## src/rtl/rom_window_scanner.sv

```systemverilog
// Address sequencer and reduction engine wrapped around a small synchronous ROM.
// Scans a wrapping address window, folds returned words into sum/max/min/match, and holds the result until acknowledged.
module rom_window_scanner #(
    parameter int READ_LATENCY = 1,
    parameter int ADDR_W       = 4,
    parameter int DATA_W       = 8
) (
    input  logic                     clk,
    input  logic                     rst,
    input  logic                     start,
    input  logic [ADDR_W-1:0]        base_addr,
    input  logic [ADDR_W:0]          length,
    input  logic [DATA_W-1:0]        pattern,
    input  logic                     ack,
    output logic [ADDR_W-1:0]        address,
    input  logic [DATA_W-1:0]        data,
    output logic                     busy,
    output logic                     done,
    output logic [DATA_W+ADDR_W-1:0] sum,
    output logic [DATA_W-1:0]        max_val,
    output logic [DATA_W-1:0]        min_val,
    output logic [ADDR_W:0]          match_cnt,
    output logic [1:0]               o_state
);

    // Handshake: start is accepted on any edge where it is high in IDLE; ack is
    // accepted on any edge where it is high in DONE. Both are ignored elsewhere.
    typedef enum logic [1:0] {
        S_IDLE  = 2'd0,
        S_READ  = 2'd1,
        S_DRAIN = 2'd2,
        S_DONE  = 2'd3
    } state_t;

    localparam int                VW     = READ_LATENCY + 1;
    localparam int                SUM_W  = DATA_W + ADDR_W;
    localparam logic [ADDR_W:0]   MAX_N  = (ADDR_W + 1)'(2 ** ADDR_W);
    localparam logic [ADDR_W:0]   ONE_N  = (ADDR_W + 1)'(1);
    localparam logic [VW-1:0]     TOP_BIT = VW'(1) << READ_LATENCY;

    state_t              r_state;
    state_t              w_next;
    logic [ADDR_W:0]     r_n;
    logic [ADDR_W:0]     r_issued;
    logic [DATA_W-1:0]   r_pattern;
    logic [VW-1:0]       r_vld;
    logic [ADDR_W-1:0]   r_address;
    logic [SUM_W-1:0]    r_sum;
    logic [DATA_W-1:0]   r_max;
    logic [DATA_W-1:0]   r_min;
    logic [ADDR_W:0]     r_match;

    logic [ADDR_W:0]     w_len_sat;
    logic                w_load;
    logic                w_issue;
    logic                w_step;
    logic                w_capture;
    logic                w_last_sample;
    logic [VW-1:0]       w_issue_vec;

    assign w_len_sat     = (length > MAX_N) ? MAX_N : length;
    assign w_capture     = r_vld[READ_LATENCY];
    // Last sample: the oldest pipeline slot is valid and nothing younger is in flight.
    assign w_last_sample = w_capture && ((r_vld & ~TOP_BIT) == '0);

    always_comb begin
        w_next  = r_state;
        w_load  = 1'b0;
        w_issue = 1'b0;
        w_step  = 1'b0;
        case (r_state)
            S_IDLE: begin
                if (start) begin
                    w_load = 1'b1;
                    if (w_len_sat == '0) begin
                        w_next = S_DONE;
                    end else begin
                        w_issue = 1'b1;
                        w_next  = (w_len_sat == ONE_N) ? S_DRAIN : S_READ;
                    end
                end
            end
            S_READ: begin
                w_issue = 1'b1;
                w_step  = 1'b1;
                if (r_issued + ONE_N == r_n) begin
                    w_next = S_DRAIN;
                end
            end
            S_DRAIN: begin
                if (w_last_sample) begin
                    w_next = S_DONE;
                end
            end
            S_DONE: begin
                if (ack) begin
                    w_next = S_IDLE;
                end
            end
            default: w_next = S_IDLE;
        endcase
    end

    always_comb begin
        w_issue_vec    = '0;
        w_issue_vec[0] = w_issue;
    end

    always_ff @(posedge clk) begin
        if (rst) begin
            r_state <= S_IDLE;
        end else begin
            r_state <= w_next;
        end
    end

    always_ff @(posedge clk) begin
        if (rst) begin
            r_n       <= '0;
            r_issued  <= '0;
            r_pattern <= '0;
            r_vld     <= '0;
            r_address <= '0;
            r_sum     <= '0;
            r_max     <= '0;
            r_min     <= '1;
            r_match   <= '0;
        end else begin
            r_vld <= (r_vld << 1) | w_issue_vec;
            if (w_load) begin
                r_n       <= w_len_sat;
                r_pattern <= pattern;
                r_issued  <= ONE_N;
                r_sum     <= '0;
                r_max     <= '0;
                r_min     <= '1;
                r_match   <= '0;
                if (w_issue) begin
                    r_address <= base_addr;
                end
            end else begin
                if (w_step) begin
                    r_address <= r_address + 1'b1;
                    r_issued  <= r_issued + ONE_N;
                end
                if (w_capture) begin
                    r_sum <= r_sum + SUM_W'(data);
                    if (data > r_max) begin
                        r_max <= data;
                    end
                    if (data < r_min) begin
                        r_min <= data;
                    end
                    if (data == r_pattern) begin
                        r_match <= r_match + ONE_N;
                    end
                end
            end
        end
    end

    assign address   = r_address;
    assign busy      = (r_state == S_READ) || (r_state == S_DRAIN);
    assign done      = (r_state == S_DONE);
    assign sum       = r_sum;
    assign max_val   = r_max;
    assign min_val   = r_min;
    assign match_cnt = r_match;
    assign o_state   = r_state;

endmodule

```

## config.mk

```make
export PLATFORM = sky130hd
export DESIGN_NAME = rom_window_scanner
export DESIGN_NICKNAME = d
export VERILOG_FILES = /design/src/rtl/rom_window_scanner.sv
export SDC_FILE = /design/constraint.sdc
export NUM_CORES = 1
export LEC_CHECK = 0
export ABC_AREA = 0
export CAP_MARGIN = 20
export CORE_MARGIN = 2
export CORE_UTILIZATION = 55
export CTS_CLUSTER_SIZE = 25
export DETAILED_ROUTE_END_ITERATION = 8
export DONT_BUFFER_PORTS = 1
export PLACE_DENSITY = 0.7
export SYNTH_ARGS = -nofsm -noshare
export SYNTH_HDL_FRONTEND = slang
export SYNTH_SLANG_ARGS = --single-unit
```

## constraint.sdc

```tcl
create_clock -name clk -period 4.6 [get_ports clk]
set_input_delay 0.46 -clock clk [delete_from_list [all_inputs] [get_ports clk]]
set_output_delay 0.46 -clock clk [all_outputs]
set_load 0.02 [all_outputs]
```

==> impl_metrics.csv <==
group,metric,value,unit
clocking,clockBufferDepth,2,
drt,drc,0,
floorplanning,die_h,82.82,um
floorplanning,start_util,0.5737,
worst_setup_path,critPathArrivalTime,2550,ps
hold_path,worstHoldPathType,"in -> reg",
sta,final.min_clock_period,2319,ps
logic_synthesis,syn-cell-area,3417,um^2
grt,grt_max_degree,48,
grt,grt_overflow_total,0,
sta,finalSetupViolations,0,
final_layout,drive_gt1_frac,0.08229,
clocking,cts_buffers,9,
placed_design,gp_congestion,0.7827,
worst_setup_path,setup.worst_path.start,"o_state[0]$_SDFFE_PP0P_",
logic_synthesis,ys_seq_area_frac,0.3457,
logic_synthesis,synth_top_area_cell,"dfxtp_1",
sta,hold_violations,0,
run,cap_violations,0,
outcome,status,"finished, final reports clean",
grt,antenna_found_initial,0,
power,irDropWorstVdd,0.0005060,V
logic_synthesis,syn_inst,400,
worst_setup_path,required,4830,ps
floorplanning,die_area,6859,um^2
clocking,htreeDepth,3,
worst_setup_path,path_max_fanout,47,
sta,fin_skew,7.007,ps
floorplanning,fp.coreArea,5956,um^2
worst_setup_path,critPathKind,"reg -> reg",
drt,drt-pass1-iter-count,6,
final_layout,diodes,0,
power,p_total,0.001778,W
sta,worstMarginPinSlew,923.8,ps
power,p_per_area,478.8,nW/um^2
hold_path,min_from,"rst",
clocking,clk_pin_slew,70,ps
logic_synthesis,async_flop_share,0,
placed_design,hpwlAfterDp,5310,um
floorplanning,dieWidth,82.82,um
placed_design,port-buffer-count,0,
final_layout,post_layout_nonfiller_instances,476,
grt,grt_util_all_layers,0.2193,
worst_setup_path,startpoint_type,"flop",
worst_setup_path,endpoint_kind,"flop",
worst_setup_path,rr_startpoint,"o_state[0]$_SDFFE_PP0P_",
power,p_leak,1.443,nW
sta,slew_viol_final,0,
logic_synthesis,yosys_warnings,0,
drt,avgRoutedWirePerCell,15.54,um
sta,tns,0,ps
grt,grt_pass1_wl,12210,um
placed_design,place_area,3453,um^2
logic_synthesis,yosysTopAreaCellShare,0.3457,
clocking,cts_tree,"done",
floorplanning,rows,28,
placed_design,placed_cells,460,
worst_setup_path,reg2reg_slack,2280,ps
worst_setup_path,cp-endpoint,"sum[6]$_SDFFE_PP0P_",
drt,vias,2779,
clocking,postCtsSetupBuffers,0,
clocking,cts.sinks,59,
grt,grt_pass1_vias,2654,
floorplanning,ios,70,
clocking,cts.repair.resized,0,
drt,wl,7395,um
placed_design,pre_cts_slack,2299,ps
logic_synthesis,syn_nets,460,
worst_setup_path,ff2ff_path_depth,7,
clocking,hold_buffers,0,
logic_synthesis,synth_ff_type,"dfxtp_1",
sta,fmax,0.4311,GHz
drt,ant_nets,0,
final_layout,fin_nets,456,
sta,setup_ws,2281,ps
worst_setup_path,timing.rr.end,"sum[6]$_SDFFE_PP0P_",
sta,rsz0062_at_grt,"no",
sta,finalCritPeriodShare,0.5042,
clocking,clock_latency,340,ps
logic_synthesis,ys_types,54,
logic_synthesis,synth_edf_count,0,
logic_synthesis,avgSynthCellArea,8.543,um^2
clocking,clockRootBuffer,"clkbuf_8",
drt,initialDrtViolationCount,90,
drt,vias_per_cell,5.838,
logic_synthesis,synth-seq-cells,59,
sta,slew_headroom,0.3841,
final_layout,syn_to_final_growth,8.678,%
final_layout,fin_area,3714,um^2
logic_synthesis,synth_area_leaders,"dfxtp_1, ha_1, a21oi_1",
sequential cells by signal (all words and copies together), names as in the netlist:
signal     cells
address        4
match_cnt      5
max_val        8
min_val        8
o_state        2
r_issued       5
r_n            5
r_pattern      8
r_vld          2
sum           12
stage by stage:
stage | util | hold WS [ps]
final | 0.6235 | 178.5
after global routing | 0.6235 | 154.6
after CTS | 0.6235 | 157.1
after detailed placement | 0.5798 | 441.7
after global placement | 0.5798 | 438.6
after floorplan | - | 428.6
where the power goes:
part / leakage [nW] / switching [W] / internal [W]
combinational: 0.831 / 0.000297 / 0.000204
sequential: 0.480 / 0.000101 / 0.000568
clock: 0.133 / 0.000205 / 0.000403
critical path, stage by stage, from the launching register on:
cell and delay [ps]:
dfxtp_1 500, inv_1 140, ha_1 300, nand2_1 120, nand2b_2 500, nor4b_1 460, mux2i_1 110, o311ai_1 80
layout make-up:
cell class | count | area (um^2)
Sequential cell | 59 | 1181
Tap cell | 75 | 93.84
Fill cell | 522 | 2242
Inverter | 22 | 96.34
Clock buffer | 12 | 165.2
Multi-Input combinational cell | 303 | 2074
Timing Repair Buffer | 1 | 7.507
Clock inverter | 4 | 95.09
cell usage after synthesis (3+ instances only):
| cell | number |
|---|---|
| a2111o_1 | 3 |
| a211oi_1 | 3 |
| a21o_1 | 5 |
| a21oi_1 | 39 |
| a21oi_2 | 3 |
| and2_1 | 6 |
| buf_1 | 5 |
| buf_2 | 3 |
| clkbuf_1 | 7 |
| dfxtp_1 | 59 |
| ha_1 | 30 |
| inv_1 | 21 |
| mux2i_1 | 16 |
| nand2_1 | 33 |
| nand2b_1 | 5 |
| nand3_1 | 19 |
| nand4_1 | 8 |
| nor2_1 | 39 |
| nor2b_1 | 6 |
| nor3_1 | 3 |
| nor3b_1 | 5 |
| o21ai_0 | 14 |
| o21ai_1 | 5 |
| o31ai_1 | 3 |
| or3_1 | 3 |
| xnor2_1 | 18 |
| xor2_1 | 5 |
layout by cell type, fill, tap and decap left out, drive strengths merged, types with 3 or more instances in the layout:
cell / count
nor4: 3
and2: 6
mux2i: 16
a21oi: 42
nand2b: 5
or3: 3
clkbuf: 12
nand3: 19
o21ai: 19
inv: 21
nor3b: 5
o31ai: 3
a21o: 6
nor2b: 6
nand2: 33
and3: 3
dfxtp: 59
nor3: 3
nor2: 39
a2111o: 3
nand4: 8
xor2: 5
a211oi: 4
bufinv: 4
ha: 30
xnor2: 18
cells by family after synthesis:
| group | synth area share |
|---|---|
| AND/OR/NAND/NOR | 0.2014 |
| AO/OA/AOI/OAI | 0.1835 |
| flip-flops | 0.3457 |
| buffers and inverters | 0.04797 |
| adder cells (fa/ha/maj) | 0.1157 |
| XOR/XNOR | 0.05895 |
| multiplexers | 0.04687 |
metal layers:
| layer | up-vias | share of wire | GRT usage |
|---|---|---|---|
| li1 | 1414 | - | - |
| met2 | 85 | 0.46 | 0.3526 |
| met5 | - | 0 | 0 |
| met1 | 1270 | 0.44 | 0.2617 |
| met3 | 10 | 0.081 | 0.08648 |
| met4 | 0 | 0.013 | 0.08942 |
how the worst min path moves through the flow:
stage | depth (start not counted) | slack, ps | endpoint
4_1_cts | 1 | 160 | address[1]$_SDFFE_PP0P_
3_5_place_dp | 1 | 440 | r_vld[1]$_SDFF_PP0_
3_3_place_gp | 1 | 440 | r_vld[1]$_SDFF_PP0_
6_report | 1 | 180 | o_state[1]$_SDFFE_PP0P_
2_1_floorplan | 1 | 430 | r_vld[1]$_SDFF_PP0_
5_1_grt | 1 | 150 | address[0]$_SDFFE_PP0P_
(Power assumes the default switching activity.)
